==> src/rtl/neuron_ctrl_pkg.sv <==
// Shared types and constants for the neuron update controller.
// Holds the state encoding, the default accumulator width and the 8-bit signed limits.
package neuron_ctrl_pkg;

    localparam int unsigned ACC_W_DEF = 10;

    localparam logic signed [7:0] S8_MAX = 8'sh7f;
    localparam logic signed [7:0] S8_MIN = 8'sh80;

    localparam logic [2:0] ST_IDLE  = 3'd0;
    localparam logic [2:0] ST_ACCUM = 3'd1;
    localparam logic [2:0] ST_LEAK  = 3'd2;
    localparam logic [2:0] ST_FIRE  = 3'd3;
    localparam logic [2:0] ST_WRITE = 3'd4;

    typedef enum logic [2:0] {
        StIdle  = ST_IDLE,
        StAccum = ST_ACCUM,
        StLeak  = ST_LEAK,
        StFire  = ST_FIRE,
        StWrite = ST_WRITE
    } state_e;

endpackage

==> src/rtl/neuron_update_controller_sat_add.sv <==
// Combinational signed add in ACC_W bits, clamped back to the signed 8-bit range.
module neuron_sat_add
    import neuron_ctrl_pkg::*;
#(
    parameter int unsigned ACC_W = ACC_W_DEF
) (
    input  logic signed [7:0] a,
    input  logic signed [7:0] b,
    output logic signed [7:0] sum
);

    localparam logic signed [ACC_W-1:0] MAX_EXT = {{(ACC_W-8){S8_MAX[7]}}, S8_MAX};
    localparam logic signed [ACC_W-1:0] MIN_EXT = {{(ACC_W-8){S8_MIN[7]}}, S8_MIN};

    logic signed [ACC_W-1:0] a_ext;
    logic signed [ACC_W-1:0] b_ext;
    logic signed [ACC_W-1:0] sum_ext;

    always_comb begin
        a_ext   = {{(ACC_W-8){a[7]}}, a};
        b_ext   = {{(ACC_W-8){b[7]}}, b};
        sum_ext = a_ext + b_ext;
        if (sum_ext > MAX_EXT) begin
            sum = S8_MAX;
        end else if (sum_ext < MIN_EXT) begin
            sum = S8_MIN;
        end else begin
            sum = sum_ext[7:0];
        end
    end

endmodule

==> src/rtl/neuron_update_controller.sv <==
// Per-tick neuron update sequencer: load potential, integrate events, leak, fire/reset,
// then write the new potential back once the Wishbone side of the parameter block is idle.
module neuron_update_controller
    import neuron_ctrl_pkg::*;
#(
    parameter int unsigned ACC_W = ACC_W_DEF
) (
    input  logic              wb_clk_i,
    input  logic              wb_rst_n_i,
    input  logic              tick_i,
    input  logic              evt_valid_i,
    output logic              evt_ready_o,
    input  logic [1:0]        evt_type_i,
    input  logic              evt_conn_i,
    input  logic              evt_last_i,
    input  logic signed [7:0] voltage_potential_i,
    input  logic signed [7:0] pos_threshold_i,
    input  logic signed [7:0] neg_threshold_i,
    input  logic signed [7:0] leak_value_i,
    input  logic signed [7:0] pos_reset_i,
    input  logic signed [7:0] neg_reset_i,
    input  logic signed [7:0] weight_type1_i,
    input  logic signed [7:0] weight_type2_i,
    input  logic signed [7:0] weight_type3_i,
    input  logic signed [7:0] weight_type4_i,
    input  logic [7:0]        weight_select_i,
    input  logic              bus_busy_i,
    output logic signed [7:0] ext_voltage_potential_o,
    output logic              ext_write_enable_o,
    output logic              spike_o,
    output logic              done_o,
    output logic              busy_o,
    output logic              tick_overrun_o
);

    state_e            state_q;
    logic signed [7:0] v_q;
    logic signed [7:0] weight;
    logic signed [7:0] operand;
    logic signed [7:0] sum;
    logic signed [7:0] fire_v;
    logic              fire_pos;
    logic              evt_hit;

    always_comb begin
        unique case (evt_type_i)
            2'd0:    weight = weight_type1_i;
            2'd1:    weight = weight_type2_i;
            2'd2:    weight = weight_type3_i;
            default: weight = weight_type4_i;
        endcase
        // One adder serves both ACCUM (weight) and LEAK (leak value).
        operand  = (state_q == StLeak) ? leak_value_i : weight;
        evt_hit  = evt_valid_i & evt_conn_i & weight_select_i[{1'b0, evt_type_i}];
        fire_pos = (v_q >= pos_threshold_i);
        if (fire_pos) begin
            fire_v = pos_reset_i;
        end else if (v_q <= neg_threshold_i) begin
            fire_v = neg_reset_i;
        end else begin
            fire_v = v_q;
        end
    end

    neuron_sat_add #(
        .ACC_W (ACC_W)
    ) u_sat_add (
        .a   (v_q),
        .b   (operand),
        .sum (sum)
    );

    assign evt_ready_o = (state_q == StAccum);

    always_ff @(posedge wb_clk_i or negedge wb_rst_n_i) begin
        if (!wb_rst_n_i) begin
            state_q                 <= StIdle;
            v_q                     <= '0;
            ext_voltage_potential_o <= '0;
            ext_write_enable_o      <= 1'b0;
            spike_o                 <= 1'b0;
            done_o                  <= 1'b0;
            busy_o                  <= 1'b0;
            tick_overrun_o          <= 1'b0;
        end else begin
            spike_o <= 1'b0;
            done_o  <= 1'b0;
            if (tick_i && (state_q != StIdle)) begin
                tick_overrun_o <= 1'b1;
            end
            unique case (state_q)
                StIdle: begin
                    if (tick_i) begin
                        v_q     <= voltage_potential_i;
                        busy_o  <= 1'b1;
                        state_q <= StAccum;
                    end
                end
                StAccum: begin
                    if (evt_valid_i) begin
                        if (evt_hit) begin
                            v_q <= sum;
                        end
                        if (evt_last_i) begin
                            state_q <= StLeak;
                        end
                    end
                end
                StLeak: begin
                    v_q     <= sum;
                    state_q <= StFire;
                end
                StFire: begin
                    v_q                     <= fire_v;
                    ext_voltage_potential_o <= fire_v;
                    ext_write_enable_o      <= 1'b1;
                    spike_o                 <= fire_pos;
                    state_q                 <= StWrite;
                end
                StWrite: begin
                    if (!bus_busy_i) begin
                        ext_write_enable_o <= 1'b0;
                        done_o             <= 1'b1;
                        busy_o             <= 1'b0;
                        state_q            <= StIdle;
                    end
                end
                default: state_q <= StIdle;
            endcase
        end
    end

endmodule
==> config.mk <==
export PLATFORM = sky130hd
export DESIGN_NAME = neuron_update_controller
export DESIGN_NICKNAME = d
export VERILOG_FILES = /design/src/rtl/neuron_ctrl_pkg.sv /design/src/rtl/neuron_update_controller_sat_add.sv /design/src/rtl/neuron_update_controller.sv
export SDC_FILE = /design/constraint.sdc
export NUM_CORES = 1
export LEC_CHECK = 0
export CAP_MARGIN = 20
export CORE_MARGIN = 2
export CORE_UTILIZATION = 35
export DETAILED_ROUTE_END_ITERATION = 6
export PLACE_DENSITY = 0.73
export SLEW_MARGIN = 10
export SYNTH_ARGS = -nofsm -noshare
export SYNTH_HDL_FRONTEND = slang
export SYNTH_SLANG_ARGS = --single-unit
==> constraint.sdc <==
create_clock -name wb_clk_i -period 4.63 [get_ports wb_clk_i]
set_clock_uncertainty 0.1 [all_clocks]
set_input_delay 0.463 -clock wb_clk_i [delete_from_list [all_inputs] [get_ports wb_clk_i]]
set_output_delay 0.463 -clock wb_clk_i [all_outputs]
set_load 0.02 [all_outputs]
==> flow_metrics.env <==
export IMPL_status="finished, final reports clean"
export IMPL_dpl_hpwl_um=5330
export IMPL_yosys_warnings=0
export IMPL_min_period_ps=3870
export IMPL_wirelength_um=6450
export IMPL_hp_class="reg -> reg"
export IMPL_drtAntennaViolNets=0
export IMPL_cts_tree="done"
export IMPL_ctsRootBufferMaster="clkbuf_8"
export IMPL_worstSkewPairLatency_ps=260
export IMPL_gp_congestion=0.831
export IMPL_grt_pass1_wl_um=10400
export IMPL_routed_via_count=2303
export IMPL_grt_total_usage_pct=17.2
export IMPL_synth_edff_count=0
export IMPL_placed_area_um2=3520
export IMPL_die_w_um=87.0
export IMPL_fin_area_um2=3580
export IMPL_ir_worst_vdd_uv=340
export IMPL_path_class="in -> reg"
export IMPL_syn_nets=386
export IMPL_ys_seq_elements=24
export IMPL_rsz0062_at_grt="false"
export IMPL_grt_overflow=0
export IMPL_initial_core_util_pct=35.9
export IMPL_cap_violations=0
export IMPL_netlist_area_um2=2410
export IMPL_layout_drive_gt1_share_pct=9.37
export IMPL_antenna_found_initial=0
export IMPL_design_power_total_mw=2.04
export IMPL_grt_max_degree=25
export IMPL_drt_iter0_markers=87
export IMPL_setup_violations=0
export IMPL_fin_util_pct=53.3
export IMPL_synth_seq_area_share_pct=24.9
export IMPL_cp_slowest_stage_delay_ps=540
export IMPL_max_slew_margin_rel_pct=53.1
export IMPL_dieArea_um2=7560
export IMPL_path_clk_slew_ps=80
export IMPL_postCtsResizedCells=0
export IMPL_synth_distinct_cells=53
export IMPL_fin_crit_sh_pct=83.5
export IMPL_numCtsBuffers=3
export IMPL_fp_row_count=30
export IMPL_p_leak_nw=1.53
export IMPL_cp_slowest_cell="clkdlybuf4s50_1"
export IMPL_cts_buffer_depth=2
export IMPL_tightest_slew_ps=704
export IMPL_critPathLaunchType="input port"
export IMPL_wire_per_inst_um=14.5
export IMPL_crit_chain="clkdlybuf4s50_1, buf_4, mux4_2, mux2_2, ha_1, nand2_1, o31ai_2, a41oi_2, maj3_1, a221oi_1, o21bai_1"
export IMPL_io_pins=111
export IMPL_power_density_nw_per_um2=569
export IMPL_postCtsSetupRepairBufs=0
export IMPL_hold_viol=0
export IMPL_drcViolationCount=0
export IMPL_dieHeight_um=87.0
export IMPL_fmax_mhz=259
export IMPL_end_kind="register"
export IMPL_setup_tns_ps=0
export IMPL_netlist_area_leader_share_pct=24.9
export IMPL_cp_required_ps=4670
export IMPL_synth_ff_type="dfrtp_1"
export IMPL_cts_hold_buf=0
export IMPL_yosys_top_cells_area="dfrtp_1 (25%), ha_1 (13%), mux4_2 (8.4%)"
export IMPL_critPathArrivalTime_ps=3910
export IMPL_postSynthCellCount=263
export IMPL_worst_hold_slack_ps=382
export IMPL_htreeDepth=1
export IMPL_area_growth_pct=48.5
export IMPL_first_global_vias=2343
export IMPL_synthArstFlopShare_pct=100
export IMPL_core_area_um2=6720
export IMPL_syn_avg_cell_area_um2=9.16
export IMPL_crit_fanout=9
export IMPL_first_pass_iters=4
export IMPL_yosysTopAreaCell="dfrtp_1"
export IMPL_diodes=0
export IMPL_cts_sink_count=24
export IMPL_viasPerCell=5.20
export IMPL_maxSlewViolCount=0
export IMPL_fin_nets=488
export IMPL_port_buffers=106
[cell families after synthesis]
group | count (synthesis) | share of synthesized area [%]
simple gates | 75 | 14.2
fa+ha+maj | 30 | 15.5
mux | 29 | 17.2
flops | 24 | 24.9
xor+xnor | 5 | 1.82
compound gates | 67 | 20.5
buf+inv | 33 | 5.87
[through the flow]
stage          setup slack, ps  instances
2_1_floorplan             1090        263
3_3_place_gp               487        439
3_5_place_dp               443        439
4_1_cts                    713        442
5_1_grt                    405        443
6_report                   764        443
[registers in the layout, indices dropped and copies added (netlist names)]
name / flops
tick_overrun_o: 1
done_o: 1
state_q: 3
busy_o: 1
v_q: 8
ext_voltage_potential_o: 8
spike_o: 1
ext_write_enable_o: 1
[routing by layer]
layer	up-vias	wire, µm	track usage, %	share of wire (%)
met3	4	395	4.36	6.1
met5	-	0	0	0
met4	0	38	1.70	0.59
met1	1071	2750	20.7	43
li1	1170	-	-	-
met2	58	3260	31.6	51
[final timing paths]
path / from / end / slack [ps] / cells after the start
min: ext_voltage_potential_o[2]$_DFFE_PN0P_ / ext_voltage_potential_o[2]$_DFFE_PN0P_ / 380 / 2
max reg2reg: state_q[1]$_DFFE_PN0P_ / v_q[0]$_DFFE_PN0P_ / 890 / 14
min reg2reg: ext_voltage_potential_o[2]$_DFFE_PN0P_ / ext_voltage_potential_o[2]$_DFFE_PN0P_ / 380 / 2
min in group asynchronous: wb_rst_n_i / done_o$_DFF_PN0_ / 450 / 1
max: evt_type_i[0] / v_q[4]$_DFFE_PN0P_ / 760 / 11
max in group asynchronous: wb_rst_n_i / v_q[7]$_DFFE_PN0P_ / 3510 / 2
[placed cells by master, fill, tap and decap left out, types with 2 or more instances in the layout]
cell type	netlist	routed
a211o_1	3	3
a211oi_1	8	8
a21o_1	5	5
a21oi_1	12	12
a221oi_1	3	3
a31oi_1	3	3
and3_1	2	2
buf_4	0	2
clkbuf_8	0	3
clkdlybuf4s50_1	0	106
dfrtp_1	24	24
ha_1	25	25
inv_1	21	21
maj3_1	4	4
mux2_2	10	10
mux2i_1	10	10
mux4_2	9	9
nand2_1	22	22
nand2b_1	6	6
nand3_1	3	3
nor2_1	30	30
nor2b_1	4	4
nor3_1	2	2
o21ai_0	8	8
o21ai_1	2	2
o21bai_1	3	3
o221ai_1	2	2
o31ai_1	2	2
o31ai_2	2	2
xnor2_1	2	2
xor2_1	3	3
[critical path, delay by kind of cell]
family,cells,cell delay [ps]
AOI/OAI and AO/OA,4,1070
muxes,2,780
and+or+nand+nor,1,80
adders and majority gates,2,750
buffers and inverters,2,760
[power breakdown]
group	internal, mW	switching [mW]
sequential	0.305	0.128
clock	0.0580	0.0611
combinational	0.708	0.775
total	1.07	0.965
[cell type report]
cell class              instances  area [µm²]
fillers                       627        3140
multi-input cells             206        1670
repair buffers                109        1090
flip-flops and latches         24         601
well taps                      80         100
inverters                      21        78.8
clock buffers                   3        41.3
[cell usage after synthesis (5+ instances only)]
cell / count
nor2_1: 30
nand2b_1: 6
mux2_2: 10
a21o_1: 5
a21oi_1: 12
mux2i_1: 10
mux4_2: 9
inv_1: 21
dfrtp_1: 24
a211oi_1: 8
nand2_1: 22
ha_1: 25
clkbuf_1: 6
o21ai_0: 8
No activity file was read; power rests on OpenSTA's default activity.
